==> src/rtl/mux_tree_pipe.sv <==
// Pipelined N-to-1 mux: binary tree of 2-to-1 stages, one register level per tree level.
// Latency: LEVELS = log2(NUM_INPUTS) cycles, 1 word/cycle sustained.
// Backpressure: per-stage valid/ready with bubble collapsing; ready path is combinational, no skid.
//
// Ports:
//   clk_in, rst_n_in          - clock, synchronous active-low reset
//   data_in, sel_in, valid_in - input word (channel k at [k*DATA_WIDTH +: DATA_WIDTH]), select, valid
//   ready_out                 - block accepts the input word this cycle
//   y_out, valid_out          - selected channel data and its valid
//   ready_in                  - downstream accepts y_out
module mux_tree_pipe #(
    parameter int NUM_INPUTS = 8,
    parameter int DATA_WIDTH = 8,
    parameter int SEL_WIDTH  = $clog2(NUM_INPUTS),
    parameter int LEVELS     = SEL_WIDTH
) (
    input  logic                             clk_in,
    input  logic                             rst_n_in,
    input  logic [NUM_INPUTS*DATA_WIDTH-1:0] data_in,
    input  logic [SEL_WIDTH-1:0]             sel_in,
    input  logic                             valid_in,
    output logic                             ready_out,
    output logic [DATA_WIDTH-1:0]            y_out,
    output logic                             valid_out,
    input  logic                             ready_in
);

    if (NUM_INPUTS < 2 || (NUM_INPUTS & (NUM_INPUTS - 1)) != 0 ||
        SEL_WIDTH != $clog2(NUM_INPUTS) || LEVELS != SEL_WIDTH) begin : gen_param_err
        $error("mux_tree_pipe: NUM_INPUTS must be a power of 2 >= 2; SEL_WIDTH/LEVELS are derived");
    end

    logic [LEVELS-1:0] vld;
    logic [LEVELS-1:0] adv;

    // A stage may advance if any stage from it down to the output is empty,
    // or the consumer takes the output word. This is the unrolled form of
    // adv[L] = !v[L] || adv[L+1], written without a self-referencing vector.
    always_comb begin
        adv = '0;
        for (int l = 0; l < LEVELS; l++) begin
            adv[l] = ready_in;
            for (int k = l; k < LEVELS; k++) begin
                if (!vld[k]) begin
                    adv[l] = 1'b1;
                end
            end
        end
    end

    for (genvar l = 0; l < LEVELS; l++) begin : gen_lvl
        localparam int IN_WORDS  = NUM_INPUTS >> l;
        localparam int OUT_WORDS = NUM_INPUTS >> (l + 1);
        localparam int UP_SEL_W  = SEL_WIDTH - l;

        logic [IN_WORDS*DATA_WIDTH-1:0]  up_dat;
        logic [UP_SEL_W-1:0]             up_sel;
        logic                            up_vld;
        logic [OUT_WORDS*DATA_WIDTH-1:0] mux_dat;
        logic [OUT_WORDS*DATA_WIDTH-1:0] dat_q;
        logic                            vld_q;

        if (l == 0) begin : gen_src
            assign up_dat = data_in;
            assign up_sel = sel_in;
            assign up_vld = valid_in;
        end else begin : gen_src
            assign up_dat = gen_lvl[l-1].dat_q;
            assign up_sel = gen_lvl[l-1].gen_sel.sel_q;
            assign up_vld = gen_lvl[l-1].vld_q;
        end

        // Bit 0 of the select reaching this level picks odd/even of each pair.
        always_comb begin
            mux_dat = '0;
            for (int j = 0; j < OUT_WORDS; j++) begin
                mux_dat[j*DATA_WIDTH +: DATA_WIDTH] = up_sel[0] ?
                    up_dat[(2*j+1)*DATA_WIDTH +: DATA_WIDTH] :
                    up_dat[(2*j)*DATA_WIDTH +: DATA_WIDTH];
            end
        end

        // Data holds when an empty slot moves in, so an idle output keeps its last value.
        always_ff @(posedge clk_in) begin
            if (!rst_n_in) begin
                vld_q <= 1'b0;
                dat_q <= '0;
            end else if (adv[l]) begin
                vld_q <= up_vld;
                if (up_vld) begin
                    dat_q <= mux_dat;
                end
            end
        end

        assign vld[l] = vld_q;

        if (l < LEVELS - 1) begin : gen_sel
            // Only the select bits still needed by later levels travel on.
            logic [UP_SEL_W-2:0] sel_q;
            always_ff @(posedge clk_in) begin
                if (!rst_n_in) begin
                    sel_q <= '0;
                end else if (adv[l] && up_vld) begin
                    sel_q <= up_sel[UP_SEL_W-1:1];
                end
            end
        end else begin : gen_out
            assign y_out = dat_q;
        end
    end

    assign valid_out = vld[LEVELS-1];
    assign ready_out = adv[0];

endmodule

==> config.mk <==
export PLATFORM = sky130hd
export DESIGN_NAME = mux_tree_pipe
export DESIGN_NICKNAME = d
export VERILOG_FILES = /design/src/rtl/mux_tree_pipe.sv
export SDC_FILE = /design/constraint.sdc
export NUM_CORES = 1
export LEC_CHECK = 0
export BUFFER_PORTS_ARGS = -buffer_cell sky130_fd_sc_hd__buf_2
export CAP_MARGIN = 20
export CORE_MARGIN = 2
export CORE_UTILIZATION = 56
export CTS_BUF_LIST = sky130_fd_sc_hd__clkbuf_16
export DETAILED_ROUTE_END_ITERATION = 7
export GPL_ROUTABILITY_DRIVEN = 1
export HOLD_SLACK_MARGIN = 0.15
export PLACE_DENSITY = 0.95
export SETUP_SLACK_MARGIN = 0.5
export SKIP_CTS_REPAIR_TIMING = 1
export SYNTH_ARGS = -nofsm -noshare
export SYNTH_HDL_FRONTEND = slang
export SYNTH_SLANG_ARGS = --single-unit
==> constraint.sdc <==
create_clock -name clk_in -period 3.5 [get_ports clk_in]
set_clock_uncertainty 0.2 [all_clocks]
set_input_delay 0.175 -clock clk_in [delete_from_list [all_inputs] [get_ports clk_in]]
set_output_delay 0.175 -clock clk_in [all_outputs]
set_load 0.1 [all_outputs]
# Word level (Yosys, flattened, before mapping)
# Cells that the tools add are included.
dict set report classes {
  bitwise_logic 0
  n_div 0
  n_eq_ne 0
  n_shift 0
  reduce_logical 5
  multipliers 0
  add_sub_neg 0
  order_cmp 0
  muxes 13
}
# cell n
set ops {}
lappend ops {{2-to-1 mux 8 bit} 7}
lappend ops {{2-to-1 mux 1 bit} 6}
lappend ops {{AND reduction 2 bit} 3}
lappend ops {{logical AND 1 bit} 2}
dict set report totals {
  regBits 62
  latch_bits 0
  ramBits 0
  romBits 0
  memories 0
  wordCells 26
}

# Logic depth before layout (Yosys ltp)
dict set report logic_depth {
  word_depth 4
  mapped_depth 6
}

# Worst setup path after synthesis
# Ideal clock, no wire load.
dict set report synth_path {
  path_kind {register -> register}
  start {register gen_lvl[2].vld_q, in the netlist valid_out}
  end {register gen_lvl[0].dat_q[10]}
  n_path_buf 1
  setup_time_ns 0.116
  arrival_time_ns 2.333
  path_stages_with_launch 5
  path_slack_ns 0.850
  cell_sequence {dfxtp_1 nand4b_4 clkbuf_1 nand3_1 o211a_1}
}
dict set report synth_between {
  elab_chain_len 2
}
# element line
set synth_rtl {}
lappend synth_rtl {{from (decl)} 61} ;# logic vld_q;
lappend synth_rtl {{from (signal assigned)} 89} ;# vld_q <= up_vld;
lappend synth_rtl {{2-to-1 mux 1 bit} 44} ;# if (!vld[k]) begin
lappend synth_rtl {{named net ready_out} 22} ;# output logic ready_out,
lappend synth_rtl {{AND reduction 2 bit (no line)} --}
lappend synth_rtl {{to (signal assigned)} 91} ;# dat_q <= mux_dat;
lappend synth_rtl {{to (decl)} 60} ;# logic [OUT_WORDS*DATA_WIDTH-1:0] dat_q;
# The timed path passes the listed nets, and every way through them passes these cells.
# A chain may end at the register's enable or synchronous reset.

# Worst setup path in the final report
dict set report layout_path {
  start {register gen_lvl[1].vld_q}
  end {register gen_lvl[0].dat_q[2]}
}
dict set report layout_between {
  elab_chain_len 3
}
# element line
set layout_rtl {}
lappend layout_rtl {{from (decl)} 61}
lappend layout_rtl {{from (signal assigned)} 89}
lappend layout_rtl {{2-to-1 mux 1 bit (2 in series)} 44}
lappend layout_rtl {{AND reduction 2 bit (no line)} --}
# No other way between the ends.

==> flow_metrics.py <==
metrics = {
    "clocking": {
        "root_buffer": "clkbuf_16",
        "clock_latency_ns": 0.33,
        "path_clk_slew_ns": 0.06,
        "clockBufferDepth": 2,
        "cts_made_buffers": 9,
        "clock_sinks": 62,
        "cts_tree": "yes",
        "cts_max_level": 3,
    },
    "critical_path": {
        "crit_path_end_kind": "flip-flop",
        "worstPathArrival_ns": 2.37,
        "cpPeakStageDelay_ns": 0.46,
        "path_buf_inv": 2,
        "path_class": "flip-flop to flip-flop",
        "worst_path_most_repeated_cell": "buf_4",
        "slowest_stage": "and2_1",
        "cp-start-kind": "flip-flop",
        "worstPathCellList": "nand4b_4 -> buf_4 -> and2_1 -> buf_4 -> o211a_1",
        "crit_required_ns": 3.56,
        "critical-path-top-delay-family": "buffers and inverters",
        "cp_max_fo": 35,
    },
    "pwr": {
        "vdd.ir_drop.worst_uv": 386,
        "power_density_nw_per_um2": 452,
        "p_leak_nw": 2.36,
    },
    "global_route": {
        "grt_pass1_vias": 2333,
        "overflow": 0,
        "grt_start_max_net_pins": 65,
        "grt.total_usage_pct": 22.9,
        "grt_pass1_wl_mm": 10.8,
        "antenna_found_initial": 1,
    },
    "routing": {
        "drc": 0,
        "wl_mm": 10.0,
        "viasPerCell": 6.17,
        "firstDrtPassIters": 5,
        "wire_per_inst_um": 20.7,
        "drt_iter0_drc": 357,
        "vias": 2992,
        "antenna_left": 0,
    },
    "timing": {
        "rsz0062_at_grt": "false",
        "hold_viol": 0,
        "maxSlewHeadroom_pct": 25.0,
        "worst_pin_slew_ns": 1.12,
        "fin_ws_ns": 1.19,
        "min_period_ns": 2.31,
        "fmax_mhz": 434,
        "final.setup.tns_ns": 0,
        "post-route-period-util_pct": 65.9,
        "setup_violations": 0,
        "final_max_slew_viol_count": 0,
    },
    "logic_synthesis": {
        "netlist_area_um2": 2980,
        "synth.area.top_cells": "dfxtp_1 42%, mux2i_1 20%, o211a_1 19%, nand3_1 9.4%, buf_6 2.3%",
        "ys_seq_area_share_pct": 41.7,
        "syn_area_per_cell_um2": 10.5,
        "yosysWarnings": 0,
        "synthDistinctLibCells": 19,
        "syn-num-nets": 354,
        "synth.top_cell.area_share_pct": 41.7,
        "synth.ff_latch_count": 62,
        "synthCells": 283,
        "synth_area_leader_cell": "dfxtp_1",
    },
    "floorplanning": {
        "rows": 26,
        "coreArea_um2": 5110,
        "initial_core_util_pct": 58.3,
        "fp.dieW_um": 76.9,
        "ios": 81,
        "dieHeight_um": 76.9,
        "dieArea_um2": 5910,
    },
    "final_layout": {
        "drive_above_1_share_pct": 23.2,
        "fill_cells": 283,
        "syn_to_final_growth_pct": 41.5,
        "fin_util_pct": 82.4,
        "nNetsFinal": 481,
    },
    "place": {
        "post-dp-hpwl_mm": 4.29,
        "port_buffers": 80,
        "gp_congestion": 0.805,
        "dp_slack_ns": 1.39,
    },
    "run_status": {
        "status": "complete, no violations",
    },
    "min_path": {
        "hold_class": "input pin to flip-flop",
    },
    "flow_run": {
        "cap_violations": 0,
    },
}
[cells in the final DEF, fill, tap and decap left out, drive strengths merged]
cell type	synthesis	layout
buf	17	83
and2	3	3
clkinv	0	3
inv	3	6
a21boi	3	3
dlygate4sd3	0	66
nand3b	1	1
nand3	56	56
nand2	5	5
dfxtp	62	62
diode	0	1
clkbuf	16	9
nand2b	1	1
o211a	56	56
nand4b	1	1
mux2i	59	59
[power breakdown]
group	internal (mW)	total, mW	leakage [nW]	switching (mW)
Sequential	0.756	0.797	0.513	0.0407
Clock	0.460	0.768	0.134	0.308
Combinational	0.171	0.338	1.71	0.167
Total	1.39	1.90	2.36	0.515
[routing by layer]
layer  vias to the layer above  track usage [%]  wire (um)
met3                        48             6.94        773
met5                         -                0          0
li1                       1319                -          -
met4                         0             8.55        532
met2                       192             36.8       5180
met1                      1433             28.8       3550
[flip-flops by register name (all words and copies together) (netlist names)]
| register | count |
|---|---|
| y_out | 8 |
| gen_lvl.vld_q | 2 |
| valid_out | 1 |
| gen_lvl.dat_q | 48 |
| gen_lvl.gen_sel.sel_q | 3 |
[cell usage after synthesis]
| cell | count |
|---|---|
| and2_4 | 1 |
| buf_4 | 1 |
| buf_2 | 9 |
| buf_6 | 6 |
| nand2_1 | 5 |
| nand4b_4 | 1 |
| dfxtp_1 | 62 |
| nand3b_2 | 1 |
| nand3_1 | 56 |
| inv_1 | 3 |
| mux2i_1 | 59 |
| o211a_1 | 56 |
| nand2b_1 | 1 |
| a21boi_1 | 2 |
| buf_1 | 1 |
| a21boi_0 | 1 |
| clkbuf_4 | 1 |
| and2_1 | 2 |
| clkbuf_1 | 15 |
[worst paths after layout]
path | startpoint | endpoint | slack (ns) | cells past startpoint
setup reg to reg | gen_lvl[1].vld_q | gen_lvl[0].dat_q[2] | 1.19 | 5
hold / removal | valid_in | gen_lvl[0].vld_q | 0.20 | 3
hold reg to reg | y_out[1] | y_out[1] | 0.29 | 1
setup / recovery | gen_lvl[1].vld_q | gen_lvl[0].dat_q[2] | 1.19 | 5
[cells by family after synthesis]
| logic type | synth area share, % |
|---|---|
| muxes | 19.8 |
| buffers and inverters | 6.69 |
| AOI/OAI and AO/OA | 19.6 |
| DFF | 41.7 |
| and+or+nand+nor | 12.2 |
[worst min-delay path: cells and delay by family]
kind            cells  cell delay, ns
compound gates      1            0.06
buf+inv             2            0.43
[final cells by class]
class / count / area (um2) / area share [%]
Antenna cell: 1 / 2.50 / 0.0594
Clock buffer: 9 / 225 / 5.35
Clock inverter: 6 / 23.8 / 0.565
Inverter: 3 / 11.3 / 0.267
Multi-Input combinational cell: 185 / 1540 / 36.5
Sequential cell: 62 / 1240 / 29.5
Tap cell: 70 / 87.6 / 2.08
Timing Repair Buffer: 149 / 1080 / 25.7
[per-stage QoR]
| stage | cell area (um2) | hold WS (ns) | cells | total power [mW] |
|---|---|---|---|---|
| 2_1_floorplan | 2980 | 0.117 | 283 | 0.981 |
| 3_3_place_gp | 3300 | 0.231 | 403 | 1.03 |
| 3_5_place_dp | 3300 | 0.240 | 403 | 1.05 |
| 4_1_cts | 3550 | -0.0897 | 418 | 1.78 |
| 5_1_grt | 4210 | 0.236 | 485 | 1.95 |
| 6_report | 4210 | 0.203 | 485 | 1.90 |
Note: power is estimated with default switching activity, not from simulation.
